[src/rtl/vga_timing_gen.sv]
// Raster timing generator: free-running h/v counters with a pixel-rate divider,
// producing a fully registered per-pixel VGA_Timing strobe plus raster position.
package vga_timing_pkg;
    typedef struct packed {
        logic valid;
        logic blank_n;
        logic hsync_n;
        logic vsync_n;
        logic end_of_line;
        logic end_of_frame;
    } VGA_Timing;
endpackage

module vga_timing_gen
    import vga_timing_pkg::*;
#(
    parameter int H_ACTIVE = 640,
    parameter int H_FP     = 16,
    parameter int H_SYNC   = 96,
    parameter int H_BP     = 48,
    parameter int V_ACTIVE = 480,
    parameter int V_FP     = 10,
    parameter int V_SYNC   = 2,
    parameter int V_BP     = 33,
    parameter int CLK_DIV  = 1
) (
    input  logic        clk_i,
    input  logic        rst_ni,
    input  logic        en_i,
    output VGA_Timing   timing_o,
    output logic [10:0] h_cnt_o,
    output logic [9:0]  v_cnt_o
);

    localparam int H_TOTAL = H_ACTIVE + H_FP + H_SYNC + H_BP;
    localparam int V_TOTAL = V_ACTIVE + V_FP + V_SYNC + V_BP;
    localparam int DW      = (CLK_DIV > 1) ? $clog2(CLK_DIV) : 1;

    localparam logic [DW-1:0] D_LAST  = DW'(CLK_DIV - 1);
    localparam logic [10:0]   H_LAST  = 11'(H_TOTAL - 1);
    localparam logic [10:0]   H_ACT   = 11'(H_ACTIVE);
    localparam logic [10:0]   H_SS    = 11'(H_ACTIVE + H_FP);
    localparam logic [10:0]   H_SE    = 11'(H_ACTIVE + H_FP + H_SYNC);
    localparam logic [9:0]    V_LAST  = 10'(V_TOTAL - 1);
    localparam logic [9:0]    V_ACT   = 10'(V_ACTIVE);
    localparam logic [9:0]    V_SS    = 10'(V_ACTIVE + V_FP);
    localparam logic [9:0]    V_SE    = 10'(V_ACTIVE + V_FP + V_SYNC);

    if (H_TOTAL < 1 || H_TOTAL > 2048) begin : g_bad_h_total
        $error("vga_timing_gen: H_TOTAL must be in 1..2048");
    end
    if (V_TOTAL < 1 || V_TOTAL > 1024) begin : g_bad_v_total
        $error("vga_timing_gen: V_TOTAL must be in 1..1024");
    end
    if (CLK_DIV < 1 || CLK_DIV > 16) begin : g_bad_clk_div
        $error("vga_timing_gen: CLK_DIV must be in 1..16");
    end

    logic [DW-1:0] d;
    logic [10:0]   h;
    logic [9:0]    v;
    logic          tick;
    logic          h_wrap;
    logic          v_wrap;

    assign tick   = en_i && (d == D_LAST);
    assign h_wrap = (h == H_LAST);
    assign v_wrap = (v == V_LAST);

    always_ff @(posedge clk_i or negedge rst_ni) begin
        if (!rst_ni) begin
            d        <= '0;
            h        <= '0;
            v        <= '0;
            timing_o <= '{valid: 1'b0, blank_n: 1'b0, hsync_n: 1'b1, vsync_n: 1'b1,
                          end_of_line: 1'b0, end_of_frame: 1'b0};
            h_cnt_o  <= '0;
            v_cnt_o  <= '0;
        end else begin
            // Dropping enable restarts the divider so resume waits a full pixel period
            if (!en_i || tick) d <= '0;
            else               d <= d + 1'b1;

            timing_o.valid        <= tick;
            timing_o.end_of_line  <= tick && h_wrap;
            timing_o.end_of_frame <= tick && h_wrap && v_wrap;

            if (tick) begin
                timing_o.blank_n <= (h < H_ACT) && (v < V_ACT);
                timing_o.hsync_n <= !((h >= H_SS) && (h < H_SE));
                timing_o.vsync_n <= !((v >= V_SS) && (v < V_SE));
                h_cnt_o          <= h;
                v_cnt_o          <= v;
                if (h_wrap) begin
                    h <= '0;
                    v <= v_wrap ? '0 : v + 1'b1;
                end else begin
                    h <= h + 1'b1;
                end
            end
        end
    end

endmodule

[config.mk]
export PLATFORM = sky130hd
export DESIGN_NAME = vga_timing_gen
export DESIGN_NICKNAME = d
export VERILOG_FILES = /design/src/rtl/vga_timing_gen.sv
export SDC_FILE = /design/constraint.sdc
export NUM_CORES = 1
export LEC_CHECK = 0
export ABC_CLOCK_PERIOD_IN_PS = 2170
export BUFFER_PORTS_ARGS = -buffer_cell sky130_fd_sc_hd__buf_4
export CAP_MARGIN = 20
export CORE_MARGIN = 4
export CORE_UTILIZATION = 45
export CTS_CLUSTER_DIAMETER = 60
export DETAILED_ROUTE_END_ITERATION = 10
export PLACE_DENSITY_LB_ADDON = 0.2
export SLEW_MARGIN = 25
export SYNTH_ARGS = -nofsm -noshare
export SYNTH_HDL_FRONTEND = slang
export SYNTH_SLANG_ARGS = --single-unit
[constraint.sdc]
create_clock -name clk_i -period 2.17 [get_ports clk_i]
set_input_delay 0.434 -clock clk_i [delete_from_list [all_inputs] [get_ports clk_i]]
set_output_delay 0.434 -clock clk_i [all_outputs]
set_load 0.01 [all_outputs]
Word level (Yosys, flattened, before mapping). Index checks and enable logic that the tools add are counted.

Input port bits: 3. Output and inout bits: 27. Register bits after elaboration: 49. Logic and storage cells: 37.

Reductions and logical operators: 11. Bitwise logic cells: 1. Add/subtract/negate cells: 3. $lt $le $gt $ge: 6. Mux-type cells: 3. Eq/ne operators: 2.

Operators with widths (count): 11-bit by 10-bit less-than comparator with 1-bit output (second input constant) (2); 10-bit by 9-bit less-than comparator with 1-bit output (second input constant) (2); 11-bit by 1-bit adder with 11-bit output (second input constant) (1); 11-bit by 10-bit == test with 1-bit output (second input constant) (1); 11-bit by 10-bit greater-or-equal comparator with 1-bit output (second input constant) (1); 11-bit 2-to-1 mux (1); 10-bit by 1-bit adder with 10-bit output (second input constant) (1); 10-bit == test (second input constant) (1); 10-bit by 9-bit greater-or-equal comparator with 1-bit output (second input constant) (1); 10-bit 2-to-1 mux (1); 1-bit logical AND (6); 1-bit logical NOT (3); 2-bit AND reduction (1); 1-bit adder (second input constant) (1); 1-bit logical OR (1); 1-bit 2-to-1 mux (1); 1-bit NOT (1).

Longest topological paths before layout.
Word-level depth: 4. Mapped depth: 7. Depth with buffers taken out: 6.

Worst setup path after synthesis. Ideal clock, no wire load.

Kind: reg-to-reg. From: register v[0]. To: register v[2]. Path slack: 0.201 ns. Data arrival time: 1.823 ns. Library setup time: 0.145 ns. Period minus slack after synthesis: 1.969 ns. Buffers on the path: 1. Stages on the path, launching flop included: 8. Data required time: 2.025 ns. Cells stage by stage: dfrtp_1 inv_1 ha_1 or4b_1 or4_1 buf_2 nand2b_2 a41oi_2.

Word-level cells in the longest chain between the ends: 2. Elaborated cells between the ends (all ways): 3. Those cells by class: add/sub (1); eq/ne (1); mux (1).

Ends and longest elaborated chain: start: declaration (line 61) `logic [9:0] v;`; start signal: assignment (line 96) `v <= v_wrap ? '0 : v + 1'b1;`; 10-bit by 1-bit adder with 10-bit output or 10-bit == test (tied branches) (line 96, 68); 10-bit 2-to-1 mux * (line 96).

Mark *: on every way between the ends. The rest lies on a longest branch, timed or not. A chain may end at the register's enable or synchronous reset.

Final worst setup path.
From: register v[1]. To: register v[2].

Same word-level chain as after synthesis.

==> impl_metrics.yaml <==
sta:
  fin_skew_ps: 8.94
  report.final.slew_viol_count: 0
  finalCritPeriodShare: 0.922
  worstMarginPinSlew_ps: 598
  hold_slack_ps: 135
  hold_viol_final: 0
  rsz0062_at_grt: "false"
  slew_headroom: 0.601
  tns_ps: 0
  timing.final.ws_setup_ps: 170
  setup_viol: 0
  fin_crit_ps: 2000
  fmax_ghz: 0.500
setup_path:
  crit_path_start_kind: "register"
  slowest_stage: "or4_4"
  worstPathCellList: "inv_2 > ha_1 > or4b_1 > or4_4 > nand2b_2 > a41oi_2"
  r2r_start: "v[1]"
  required_ps: 2330
  critPathBufInv: 1
  cp_data_arrival_time_ps: 2160
  endpoint_kind: "register"
  r2r.worst_path.cells: 6
  r2r-end: "v[2]"
  cpLargestDelayFamily: "simple AND/OR/NAND/NOR gates"
  slowest_delay_ps: 560
  r2r_slack_ps: 170
  critical_path_class: "register to register"
  critPathMaxFanout: 6
clock_tree:
  clk_latency_ps: 300
  root_buffer: "clkbuf_8"
  cts_hold_buf: 0
  cts_buffers: 5
  cts.sinks: 49
  path_clk_slew_ps: 90
  clockBufferDepth: 2
  postCtsSetupBuffers: 0
  cts_resized: 0
  h-tree-depth: 2
  tritoncts: "done"
route:
  wl_per_cell_um: 13.8
  drt-total-wl_um: 4150
  postRouteAntennaNets: 0
  drt_first_pass_iters: 4
  drc_errors: 0
  drtIter0Drc: 91
  vias_per_cell: 5.26
  vias: 1584
pwr:
  power.internal_w: 0.00157
  switching_power_w: 0.000502
  cellLeakagePower_nw: 1.29
  powerDensity_nw_per_um2: 819
  pwr-share-comb: 0.118
  max-vdd-ir-drop_mv: 0.363
  p_clk_frac: 0.363
  p_seq_frac: 0.519
  swShare: 0.242
synthesis:
  synth_xor_area_frac: 0.0496
  synth_compound_area_frac: 0.0597
  synth-seq-cells: 49
  ys.flop_type: "dfrtp_1"
  yosys.area_share.simple: 0.248
  synth_cell_type_count: 37
  synth_nets: 223
  synth-seq-area-share: 0.580
  synth_edf_count: 0
  synthAdderAreaFrac: 0.0177
  syn-cell-area_sq_um: 2120
  syn_inst: 217
  synth_top_family_by_area: "simple AND/OR/NAND/NOR gates"
  ys_warn_count: 0
  synth_mux_area_frac: 0.00945
  postSynth.asyncResetShare: 1.00
  syn_avg_cell_area_sq_um: 9.76
finish:
  design_area_sq_um: 2540
  fill_cells: 427
  layout_common_cells: "nand2_1, dfrtp_1, buf_4, nand4_1, nor2_1"
  drive_gt1_frac: 0.213
  layout_commonest_cell: "nand2_1"
  final_nets: 254
  diodes: 0
  syn_to_final_growth_pct: 19.7
floorplanning:
  die_h_um: 76.6
  rows: 24
  die_w_um: 76.6
  initial_core_util: 0.477
  fp.dieArea_sq_um: 5870
  coreArea_sq_um: 4440
  pin_count: 30
run:
  drv_cap: 0
placement:
  dp_hpwl_um: 2950
  place_ws_ps: 21.0
  place.gp.congestion: 0.796
  placed_cell_area_sq_um: 2400
  io_buffers: 29
min_path:
  min_path_type: "input port to async pin"
outcome:
  outcome: "finished, final reports clean"
global_routing:
  grt_pass1_wl_um: 7280
  antenna_found_initial: 0
  top_usage_layer: "met2"
  grtUsageMet2: 0.274
  grt_start_max_net_pins: 50
  grt_pass1_vias: 1599
  track_usage: 0.151
  overflow: 0
  grt_use_met1: 0.177
  gr-usage-met3: 0.0284
-- routing by layer --
metal / share of wire / up-vias
met1: 0.43 / 768
met3: 0.035 / 5
li1: - / 786
met4: 0.012 / 0
met5: 0 / -
met2: 0.52 / 25
-- through the flow --
stage	utilization	total power (W)	std cells
final	0.571	0.00208	301
after global routing	0.571	0.00218	301
after CTS	0.570	0.00211	301
after detailed placement	0.540	0.00135	293
after global placement	0.540	0.00134	293
after floorplan	-	0.00121	217
-- final cells by class --
type	instances	area, sq um	share of cell area
Clock inverter	3	65.1	0.0257
Tap cell	52	65.1	0.0257
Clock buffer	5	68.8	0.0271
Inverter	6	23.8	0.00937
Sequential cell	49	1230	0.484
Multi-Input combinational cell	151	822	0.324
Timing Repair Buffer	35	263	0.104
-- registers in the layout, summed over array words and instances (netlist names) --
signal	count
d	1
h	11
h_cnt_o	11
timing_o	6
v	10
v_cnt_o	10
-- kinds of logic (layout without fill, tap and decap cells) --
logic type      after synthesis  count (layout)
buf+inv                      17              49
mux                           2               2
fa+ha+maj                     3               3
other cells                   1               1
xor+xnor                     12              12
compound gates               20              20
simple gates                113             113
flops                        49              49
-- cells in the mapped netlist, drive strengths merged, types with 3 or more instances --
cell | count | share of area
nand2b | 3 | 0.010
nand3 | 5 | 0.012
nand2 | 67 | 0.12
inv | 5 | 0.0089
nor3 | 3 | 0.0071
nor2 | 11 | 0.019
xnor2 | 9 | 0.037
xor2 | 3 | 0.012
dfrtp | 47 | 0.56
ha | 3 | 0.018
or4 | 3 | 0.012
and3 | 5 | 0.015
clkbuf | 8 | 0.014
o21ai | 12 | 0.028
nand4 | 11 | 0.032
buf | 3 | 0.0083
-- how the worst max path moves through the flow --
stage	endpoint	from	slack, ps	depth (start not counted)
2_1_floorplan	v[2]	v[0]	200	7
3_3_place_gp	v[2]	v[1]	90	6
3_5_place_dp	v[2]	v[1]	20	6
4_1_cts	v[2]	v[1]	10	6
5_1_grt	v[2]	v[0]	60	6
6_report	v[2]	v[1]	170	6
-- power groups by stage --
stage / sequential, W / clock [W] / combinational [W]
finish: 0.00108 / 0.000754 / 0.000246
global route: 0.00109 / 0.000807 / 0.000281
CTS: 0.00108 / 0.000777 / 0.000252
detailed placement: 0.00110 / 0 / 0.000251
global placement: 0.00109 / 0 / 0.000247
floorplan: 0.00110 / 0 / 0.000108
Note: power is estimated with default switching activity, not from simulation.
